--- config.mk ---
export PLATFORM = sky130hd
export DESIGN_NAME = if_fetch
export DESIGN_NICKNAME = d
export VERILOG_FILES = /design/src/rtl/if_fetch_pkg.sv /design/src/rtl/if_fetch_icache.sv /design/src/rtl/if_fetch.sv
export SDC_FILE = /design/constraint.sdc
export NUM_CORES = 1
export LEC_CHECK = 0
export BUFFER_PORTS_ARGS = -buffer_cell sky130_fd_sc_hd__buf_2
export CORE_AREA = 2 2 110 112
export DETAILED_ROUTE_END_ITERATION = 7
export DIE_AREA = 0 0 112 114
export PLACE_DENSITY = 0.8
export SYNTH_ARGS = -nofsm -noshare
export SYNTH_HDL_FRONTEND = slang
export SYNTH_SLANG_ARGS = --single-unit
export TNS_END_PERCENT = 20
--- constraint.sdc ---
create_clock -name clk -period 3.18 [get_ports clk]
set_input_delay 0.477 -clock clk [delete_from_list [all_inputs] [get_ports clk]]
set_output_delay 0.477 -clock clk [all_outputs]
set_load 0.05 [all_outputs]
--- src/rtl/if_fetch_pkg.sv ---
// Shared widths, reset/pause encodings and IF state encoding for the fetch stage.
package if_fetch_pkg;
  localparam int INST_ADDR_W = 32;
  localparam int INST_W      = 32;
  localparam int STALL_W     = 6;

  localparam logic [INST_W-1:0] ZERO_WORD     = '0;
  localparam logic              RST_ENABLE    = 1'b1;
  localparam logic              PAUSE_DISABLE = 1'b0;

  typedef enum logic [1:0] {
    IF_IDLE  = 2'd0,
    IF_FETCH = 2'd1,
    IF_DONE  = 2'd2
  } if_state_e;
endpackage

--- src/rtl/if_fetch_icache.sv ---
// Direct-mapped instruction cache: combinational lookup, single-word fill.
module if_icache
  import if_fetch_pkg::*;
#(
  parameter int ENTRIES = 16
) (
  input  logic                     clk,
  input  logic                     rst,
  input  logic [INST_ADDR_W-1:2]   lookup_addr,
  output logic                     hit,
  output logic [INST_W-1:0]        rdata,
  input  logic                     fill_en,
  input  logic [INST_ADDR_W-1:2]   fill_addr,
  input  logic [INST_W-1:0]        fill_data
);
  localparam int IW = $clog2(ENTRIES);
  localparam int TW = INST_ADDR_W - IW - 2;

  logic [ENTRIES-1:0] valid;
  logic [TW-1:0]      tags [ENTRIES];
  logic [INST_W-1:0]  data [ENTRIES];
  logic [IW-1:0]      lidx, fidx;

  assign lidx  = lookup_addr[IW+1:2];
  assign fidx  = fill_addr[IW+1:2];
  assign hit   = valid[lidx] && (tags[lidx] == lookup_addr[INST_ADDR_W-1:IW+2]);
  assign rdata = data[lidx];

  always_ff @(posedge clk) begin
    if (rst == RST_ENABLE) valid <= '0;
    else if (fill_en)      valid[fidx] <= 1'b1;
  end

  // Tag/data arrays carry no reset; valid bits gate every use.
  always_ff @(posedge clk) begin
    if (fill_en) begin
      tags[fidx] <= fill_addr[INST_ADDR_W-1:IW+2];
      data[fidx] <= fill_data;
    end
  end
endmodule

--- src/rtl/if_fetch.sv ---
// Instruction fetch: assembles 32-bit LE words from a shared byte port.
// Optional I-cache enabled by defining IF_ICACHE_EN.
module if_fetch
  import if_fetch_pkg::*;
#(
  parameter logic [INST_ADDR_W-1:0] RESET_PC       = 32'h0000_0000,
  parameter int                     ICACHE_ENTRIES = 16
) (
  input  logic                   clk,
  input  logic                   rst,
  input  logic                   rdy,
  input  logic [STALL_W-1:0]     stall_sign,
  input  logic                   branch_flag,
  input  logic [INST_ADDR_W-1:0] branch_target,
  input  logic                   mem_grant,
  input  logic [7:0]             mem_din,
  output logic                   mem_rd_req,
  output logic [INST_ADDR_W-1:0] mem_addr,
  output logic [INST_ADDR_W-1:0] if_pc,
  output logic [INST_W-1:0]      if_inst,
  output logic                   if_stall_req
);
  if_state_e              state, state_nx;
  logic [INST_ADDR_W-1:0] pc;
  logic [1:0]             rcnt;
  logic                   inflight;
  logic [23:0]            ibuf;
  logic [2:0]             kcnt;
  logic                   req, got, last, hit;
  logic [INST_W-1:0]      hit_word;
  logic                   unused_stall;

  assign unused_stall = ^stall_sign[STALL_W-1:1];

  // At most one byte is ever in flight, so the issue count is derived.
  assign kcnt = {1'b0, rcnt} + {2'b00, inflight};
  assign got  = rdy && inflight;
  assign last = got && (rcnt == 2'd3);

`ifdef IF_ICACHE_EN
  if_icache #(.ENTRIES(ICACHE_ENTRIES)) u_icache (
    .clk         (clk),
    .rst         (rst),
    .lookup_addr (pc[INST_ADDR_W-1:2]),
    .hit         (hit),
    .rdata       (hit_word),
    .fill_en     (rdy && (state == IF_DONE)),
    .fill_addr   (pc[INST_ADDR_W-1:2]),
    .fill_data   (if_inst)
  );
`else
  assign hit      = 1'b0;
  assign hit_word = ZERO_WORD;
`endif

  assign req        = (state == IF_FETCH) && !hit && (kcnt < 3'd4);
  assign mem_rd_req = req;
  assign mem_addr   = req ? pc + {29'd0, kcnt} : ZERO_WORD;

  always_comb begin
    state_nx = state;
    if (rdy) begin
      if (branch_flag) state_nx = IF_FETCH;
      else begin
        case (state)
          IF_IDLE:  state_nx = IF_FETCH;
          IF_FETCH: if (hit || last) state_nx = IF_DONE;
          IF_DONE:  if (stall_sign[0] == PAUSE_DISABLE) state_nx = IF_FETCH;
          default:  state_nx = IF_IDLE;
        endcase
      end
    end
  end

  always_ff @(posedge clk) begin
    if (rst == RST_ENABLE) begin
      state        <= IF_IDLE;
      pc           <= RESET_PC;
      rcnt         <= '0;
      inflight     <= 1'b0;
      ibuf         <= '0;
      if_pc        <= ZERO_WORD;
      if_inst      <= ZERO_WORD;
      if_stall_req <= 1'b1;
    end else if (!rdy) begin
      // Byte landing now is dropped; kcnt falls back so it gets re-requested.
      inflight <= 1'b0;
    end else begin
      state <= state_nx;
      if (branch_flag) begin
        pc           <= branch_target;
        rcnt         <= '0;
        inflight     <= 1'b0;
        if_pc        <= ZERO_WORD;
        if_inst      <= ZERO_WORD;
        if_stall_req <= 1'b1;
      end else begin
        case (state)
          IF_FETCH: begin
            if (hit) begin
              if_pc        <= pc;
              if_inst      <= hit_word;
              if_stall_req <= 1'b0;
            end else begin
              inflight <= req && mem_grant;
              if (got) begin
                ibuf <= {mem_din, ibuf[23:8]};
                rcnt <= rcnt + 2'd1;
              end
              if (last) begin
                if_pc        <= pc;
                if_inst      <= {mem_din, ibuf};
                if_stall_req <= 1'b0;
              end
            end
          end
          IF_DONE: begin
            if (stall_sign[0] == PAUSE_DISABLE) begin
              pc           <= pc + 32'd4;
              if_stall_req <= 1'b1;
            end
          end
          default: ;
        endcase
      end
    end
  end
endmodule

# Word-level counts from Yosys, hierarchy flattened
# Index checks and enable logic that the tools add are counted.
# classes
addsub	4
eq_ne	6
reduce_logical	17
order_cmp	1
n_bitwise	2
n_mux	21
# op_table
op	n
$mux W32	10
$add A32 B3 Y32	1
$add A32 B3 Y32 const B	1
$mux W2	6
$reduce_and A3 Y1	4
$reduce_and A4 Y1	2
$reduce_bool A2 Y1	4
$ne A3 B3 Y1 const B	2
$pmux W2 S3	1
$eq A2 B2 Y1 const B	2
$logic_and A1 B1 Y1	4
$add A2 B1 Y3	1
$lt A3 B3 Y1 const B	1
$mux W1	3
$reduce_bool A3 Y1	1
$reduce_or A3 Y1	1
$add A2 B1 Y2 const B	1
$eq A2 B1 Y1 const B	1
$logic_not A2 Y1	1
$ne A2 B1 Y1 const B	1
$not A1 Y1	2
$pmux W1 S2	1
# word_totals
in_bits	51
reg_bits	126
wordCells	59
out_inout_bits	98

# Logic depth before layout (Yosys ltp)
# Gate-level depths: netlist of the first run.
# logic_depth
ltp_word	5
ltp_mapped	8
ltp_nobuf	8

# Worst setup path before layout of the first run
# Ideal clock, no wire load.
# synth_path
kind	register to output
startpoint	reg rcnt[0]
endpoint	out mem_addr[29]
arrival_ps	2784
n_path_buf	0
path_stages_with_launch	9
setup_slack_ps	-81
t_required_ps	2703
path_cell_list	dfxtp_1 > ha_1 > ha_1 > ha_1 > nand3_1 > a21oi_2 > nand2_2 > or3_1 > a21oi_1
# synth_via
elab_chain_len	4
word_cells_on_any_way	5
cone_classes	add/sub: 2; order compare: 1; mux: 1; reduce/logical: 1
# synth_rtl
element	line_no	text
from (decl)	if_fetch.sv:25	logic [1:0] rcnt;
from (signal assigned)	if_fetch.sv:108	rcnt <= rcnt + 2'd1;
$add A2 B1 Y3 *	if_fetch.sv:36	assign kcnt = {1'b0, rcnt} + {2'b00, inflight};
parallel branches: the longest is 2 deep, another holds $add A32 B3 Y32	--	
$mux W32 *	if_fetch.sv:58	assign mem_addr = req ? pc + {29'd0, kcnt} : ZERO_WORD;
to (decl)	if_fetch.sv:18	output logic [INST_ADDR_W-1:0] mem_addr,
# Mark *: on every way between the ends.

# Final worst setup path of the first run
# layout_path
startpoint	reg rcnt[0]
endpoint	out mem_addr[30]
# Same word-level chain as after synthesis.

==> results.json, run 1 <==
{
  "row_count": 40,
  "tightest_slew_ns": 1.17,
  "synth_seq_cells": 126,
  "cpMostUsedCell": "ha_4",
  "arrival_ns": 2.61,
  "drt-total-wl_um": 18200,
  "synth_top_area_cell": "dfxtp_1",
  "hp-start": "mem_din[1]",
  "fin_crit_sh": 0.971,
  "finalHoldViolations": 0,
  "max_cap_violations": 0,
  "fin_crit_ns": 3.09,
  "io_buffers": 143,
  "synthCells": 776,
  "start_util": 0.528,
  "fin_area_sq_mm": 0.00785,
  "ant_nets": 0,
  "r2r-start": "pc[3]",
  "r2r_setup_slack_ns": 0.77,
  "crit_chain": "ha_4 -> ha_4 -> fa_2 -> a21oi_4 -> nor3_4 -> buf_12 -> nand2_2 -> or3_4 -> a21oi_2 -> buf_6",
  "layout_common_cells": "dfxtp_1 (125), buf_2 (124), nand2_1 (115)",
  "grt_usage": 0.282,
  "grt_max_degree": 60,
  "setup_violations": 0,
  "clock_latency_ns": 0.42,
  "place_area_sq_mm": 0.00701,
  "dr.pass1.iters": 7,
  "ys_types": 63,
  "ys_seq_area_frac": 0.408,
  "rr_worst_depth": 6,
  "critPathMaxFanout": 5,
  "cts_tree": "yes",
  "final_layout_size_suffix_gt1_frac": 0.267,
  "r2r-end": "pc[30]",
  "critical-path-top-delay-family": "adder cells",
  "multi_input_area_sq_mm": 0.00347,
  "cts_max_path_buffers": 2,
  "grt_pass1_wl_um": 29100,
  "ys.flop_type": "dfxtp_1",
  "worst_slack_ns": 0.0907,
  "drc": 0,
  "final_common_cell": "dfxtp_1",
  "cts_sinks": 126,
  "final_max_slew_viol_count": 0,
  "syn_area_sq_mm": 0.00618,
  "fin_nets": 963,
  "worstPathBufferInverterCount": 2,
  "syn_area_per_cell_sq_um": 7.97,
  "fill_cells": 981,
  "clkTransAtPathRegs_ns": 0.06,
  "peakVddDrop_mv": 0.343,
  "numCtsBuffers": 17,
  "dp_hpwl_um": 11900,
  "yosys_warnings": 0,
  "synth_edf_count": 0,
  "synth_fp_nets": 835,
  "cp.required_ns": 2.70,
  "powerDensity_mw_per_mm2": 509,
  "p_leak_nw": 3.19,
  "ctsRootBufferMaster": "clkbuf_16",
  "critPathLaunchType": "flip-flop",
  "h-tree-depth": 4,
  "seq_area_sq_mm": 0.00253,
  "pin_count": 149,
  "wl_per_cell_um": 17.1,
  "antenna_found_initial": 1,
  "synth_area_leaders": "dfxtp_1 (41%), nand2_1 (7.2%), a21oi_1 (7.0%), nor2_1 (4.9%), a22o_1 (4.8%)",
  "die_area_sq_mm": 0.0128,
  "fp.dieH_um": 114,
  "grt_pass1_vias": 5673,
  "yosysTopAreaCellShare": 0.408,
  "grt-ovfl-total": 0,
  "critPathKind": "reg -> out",
  "critPathSlowestCell": "dfxtp_4",
  "clock_skew_ns": 0.00760,
  "status": "completed",
  "slew_headroom": 0.222,
  "core_sq_mm": 0.0117,
  "areaGrowthSynthToFinish_pct": 27.0,
  "vias": 6327,
  "die_w_um": 112,
  "dp_slack_ns": 0.166,
  "via_per_inst": 5.94,
  "cpPeakStageDelay_ns": 0.36,
  "hp-class": "in -> reg",
  "min_path_cells": 2,
  "max_freq_mhz": 324,
  "endpoint_kind": "output port",
  "drtIter0Drc": 555,
  "async_reset_ff_frac": 0,
  "min_to": "if_inst[25]",
  "place_congestion": 0.924
}
[where the power goes]
group	total, mW	leakage [nW]	internal (mW)	switching [mW]
sequential	1.67	1.02	1.61	0.0571
clock	1.94	0.284	1.17	0.772
combinational	0.381	1.88	0.120	0.261
total	3.99	3.19	2.90	1.09
[layout make-up]
cell class / instances / share of cell area
diodes: 2 / 0.000638
repair buffers: 174 / 0.132
flip-flops and latches: 126 / 0.322
inverters: 9 / 0.00430
clock buffers: 19 / 0.0551
clock inverters: 13 / 0.0198
multi-input cells: 576 / 0.443
well taps: 147 / 0.0234
[sequential cells by signal, indices dropped and copies added (netlist names)]
register / flops
ibuf: 24
if_inst: 32
if_pc: 32
if_stall_req: 1
inflight: 1
pc: 32
rcnt: 2
state: 2
[worst register-to-register path: stages, from the launching register on]
cell and delay [ns]:
dfxtp_1 0.41, buf_4 0.19, ha_1 0.23, nand3_2 0.22, nor4_2 0.57, nand4_1 0.27
a311o_1 0.41
[synth_stat cells, types with 4 or more instances]
master / n
nor2b_1: 8
and2_1: 5
nor2_1: 80
nand4_1: 19
o211ai_1: 4
nor4_2: 4
ha_1: 7
nor3_1: 7
buf_1: 5
a22o_1: 34
a22oi_1: 6
nand2_2: 4
a211oi_1: 4
and3_1: 23
nor4_1: 6
or4_1: 5
xnor2_1: 8
clkbuf_1: 42
nand2_1: 118
dfxtp_1: 126
a21oi_1: 87
a31oi_1: 8
buf_2: 14
or3_1: 5
o21ai_0: 23
inv_1: 8
buf_4: 4
nand3_1: 38
mux2i_1: 4
xor2_1: 21
a221oi_1: 4
[cells by family (layout without fill, tap and decap cells)]
logic type / after synthesis / in the layout / synth area share
AO/OA/AOI/OAI: 192 / 192 / 0.198
buffers and inverters: 74 / 215 / 0.0502
other: 0 / 2 / 0
AND/OR/NAND/NOR: 343 / 343 / 0.279
multiplexers: 4 / 4 / 0.00648
adder cells (fa/ha/maj): 8 / 8 / 0.0174
flip-flops: 126 / 126 / 0.408
XOR/XNOR: 29 / 29 / 0.0411
[metrics by stage]
stage	std cells	util	hold WS (ns)	setup TNS [ns]	power, mW
after global routing	1064	0.670	0.283	-0.0353	4.12
final	1066	0.670	0.287	0	3.99
after global placement	1025	0.598	0.437	0	2.06
after CTS	1061	0.659	0.284	0	3.99
after floorplan	776	-	0.432	-0.0714	1.95
after detailed placement	1025	0.598	0.440	0	2.06
[repair_timing]
action	in CTS	in global routing
gates resized for setup	22	28
pin swaps	6	11
setup buffers	4	3
hold buffers	0	0
endpoints found under the setup margin	23	22
[how the worst max path moves through the flow]
stage / startpoint / to / slack, ns / cells past startpoint
final: rcnt[0] / mem_addr[30] / 0.09 / 10
after global routing: rcnt[0] / mem_addr[22] / -0.02 / 11
after CTS: rcnt[0] / mem_addr[14] / 0.01 / 9
after detailed placement: rcnt[0] / mem_addr[30] / 0.17 / 9
after global placement: rcnt[0] / mem_addr[30] / 0.19 / 9
after floorplan: rcnt[0] / mem_addr[30] / -0.07 / 8
[metal layers]
metal / up-vias / track usage / share of wire
li1: 3016 / - / -
met4: 0 / 0.107 / 0.025
met3: 45 / 0.0696 / 0.089
met5: - / 0 / 0
met1: 2950 / 0.377 / 0.43
met2: 316 / 0.444 / 0.46
(Power assumes the default switching activity.)
==> run 2, diff against run 1 <==
--- a/config.mk
+++ b/config.mk
@@ -7,10 +7,11 @@
 export LEC_CHECK = 0
 export BUFFER_PORTS_ARGS = -buffer_cell sky130_fd_sc_hd__buf_2
 export CORE_AREA = 2 2 110 112
+export CTS_BUF_LIST = sky130_fd_sc_hd__clkbuf_16
 export DETAILED_ROUTE_END_ITERATION = 7
 export DIE_AREA = 0 0 112 114
 export PLACE_DENSITY = 0.8
 export SYNTH_ARGS = -nofsm -noshare
 export SYNTH_HDL_FRONTEND = slang
 export SYNTH_SLANG_ARGS = --single-unit
-export TNS_END_PERCENT = 20
+export TNS_END_PERCENT = 100
==> results.json, run 2 (synthesis results as in run 1) <==
{
  "status": "completed",
  "areaGrowthSynthToFinish_pct": 26.7,
  "dp_slack_ns": 0.163,
  "core_sq_mm": 0.0117,
  "dpl.cell_count": 1024,
  "cpPeakStageDelay_ns": 0.46,
  "numCtsBuffers": 17,
  "seq_area_sq_mm": 0.00253,
  "stdcell_count": 1066,
  "reg.largest.list": "if_inst: 32 flops, if_pc: 32 flops, pc: 32 flops",
  "layout_common_cells": "buf_2 (128), dfxtp_1 (124), nand2_1 (116)",
  "max_freq_mhz": 321,
  "clock_skew_ns": 0.00803,
  "r2r-end": "pc[30]",
  "via_per_inst": 5.93,
  "grt-ovfl-total": 0,
  "powerDensity_mw_per_mm2": 508,
  "io_buffers": 143,
  "critical-path-top-delay-family": "simple AND/OR/NAND/NOR gates",
  "cp.depth": 10,
  "critPathMaxFanout": 5,
  "cts_tree": "yes",
  "vias": 6320,
  "fill_cells": 980,
  "crit_chain": "ha_4 -> ha_4 -> fa_2 -> a21oi_4 -> nor3_4 -> buf_12 -> nand2_2 -> or4_1 -> nand2_1 -> buf_6",
  "critPathSlowestCell": "or4_1",
  "cts_max_path_buffers": 2,
  "max_cap_violations": 0,
  "dp_hpwl_um": 11700,
  "ant_nets": 0,
  "antenna_found_initial": 0,
  "slew_headroom": 0.226,
  "drt-total-wl_um": 18000,
  "r2r-start": "pc[3]",
  "p_leak_nw": 3.20,
  "worstPathBufferInverterCount": 2,
  "start_util": 0.528,
  "fin_crit_ns": 3.12,
  "r2r_setup_slack_ns": 0.76,
  "startpoint": "inflight",
  "pin_count": 149,
  "cts_sinks": 126,
  "fin_crit_sh": 0.980,
  "endpoint_kind": "output port",
  "final_common_cell": "buf_2",
  "tightest_slew_ns": 1.16,
  "arrival_ns": 2.64,
  "drtIter0Drc": 650,
  "finalHoldViolations": 0,
  "grt_pass1_vias": 5767,
  "cp-endpoint": "mem_addr[14]",
  "worst_slack_ns": 0.0648,
  "place_congestion": 0.928,
  "rr_worst_depth": 6,
  "die_area_sq_mm": 0.0128,
  "n_antenna_cell": 0,
  "critPathLaunchType": "flip-flop",
  "fin_area_sq_mm": 0.00783,
  "fp.dieH_um": 114,
  "row_count": 40,
  "dr.pass1.iters": 6,
  "critPathKind": "reg -> out",
  "die_w_um": 112,
  "setup_violations": 0,
  "grt_usage": 0.278,
  "cts_hold_buf": 0,
  "place_area_sq_mm": 0.00700,
  "wl_per_cell_um": 16.8,
  "cpMostUsedCell": "ha_4",
  "final_layout_size_suffix_gt1_frac": 0.270,
  "fin_nets": 966,
  "clock_latency_ns": 0.42,
  "final_max_slew_viol_count": 0,
  "clkTransAtPathRegs_ns": 0.06,
  "peakVddDrop_mv": 0.385,
  "hp-class": "in -> reg",
  "grt_max_degree": 63,
  "ctsRootBufferMaster": "clkbuf_16",
  "cp.required_ns": 2.70,
  "h-tree-depth": 4,
  "multi_input_area_sq_mm": 0.00346,
  "grt_pass1_wl_um": 28900,
  "drc": 0
}
run 2: cell count changes in the layout (fill, tap and decap cells not counted), moves of 2 or more:
cell        before  now
buf_4           34   41
clkbuf_4         7    2
buf_2          124  128
buf_6            8    5
clkinv_4         5    2
clkbuf_1         2    0
clkinvlp_4       1    3
diode_2          2    0
run 2: timing repair:
item                                    4_1_cts  5_1_grt
cloned                                        0        0
buffers inserted                              3        8
endpoints found under the setup margin       26       19
pin swaps                                     3        8
resized for setup                            22       20
run 2: cell type report:
| cell class | instances | share of cell area |
|---|---|---|
| multi-input combinational | 576 | 0.442 |
| sequential | 126 | 0.323 |
| timing repair buffer | 177 | 0.133 |
| clock buffer | 17 | 0.0543 |
| tap | 147 | 0.0235 |
| clock inverter | 14 | 0.0201 |
| inverter | 9 | 0.00432 |
run 2: through the flow:
| stage | TNS (ns) | power, mW | utilization | hold WS [ns] |
|---|---|---|---|---|
| floorplan | 0 | 1.95 | - | 0.432 |
| global placement | 0 | 2.06 | 0.598 | 0.436 |
| detailed placement | 0 | 2.06 | 0.598 | 0.441 |
| CTS | 0 | 3.97 | 0.658 | 0.288 |
| global route | -0.00955 | 4.10 | 0.668 | 0.287 |
| finish | 0 | 3.98 | 0.668 | 0.294 |
run 2: worst min path at each step:
stage / from / end / cells after the start
2_1_floorplan: ibuf[0] / ibuf[0] / 2
3_3_place_gp: if_pc[5] / if_pc[5] / 2
3_5_place_dp: if_pc[16] / if_pc[16] / 2
4_1_cts: mem_din[6] / if_inst[30] / 2
5_1_grt: mem_din[3] / if_inst[27] / 2
6_report: mem_din[3] / if_inst[27] / 2
run 2: report_power, final:
group | total [mW] | switching (mW) | internal, mW | leakage (nW)
Clock | 1.93 | 0.767 | 1.16 | 0.278
Sequential | 1.67 | 0.0590 | 1.61 | 1.02
Combinational | 0.374 | 0.256 | 0.118 | 1.90
Total | 3.98 | 1.08 | 2.89 | 3.20
run 2: metal layers:
metal,global-route usage,up-vias,wire [um],part of all wire
met4,0.103,0,438,0.024
li1,-,3014,-,-
met1,0.378,2934,7840,0.44
met3,0.0696,40,1570,0.087
met5,0,-,0,0
met2,0.431,332,8110,0.45
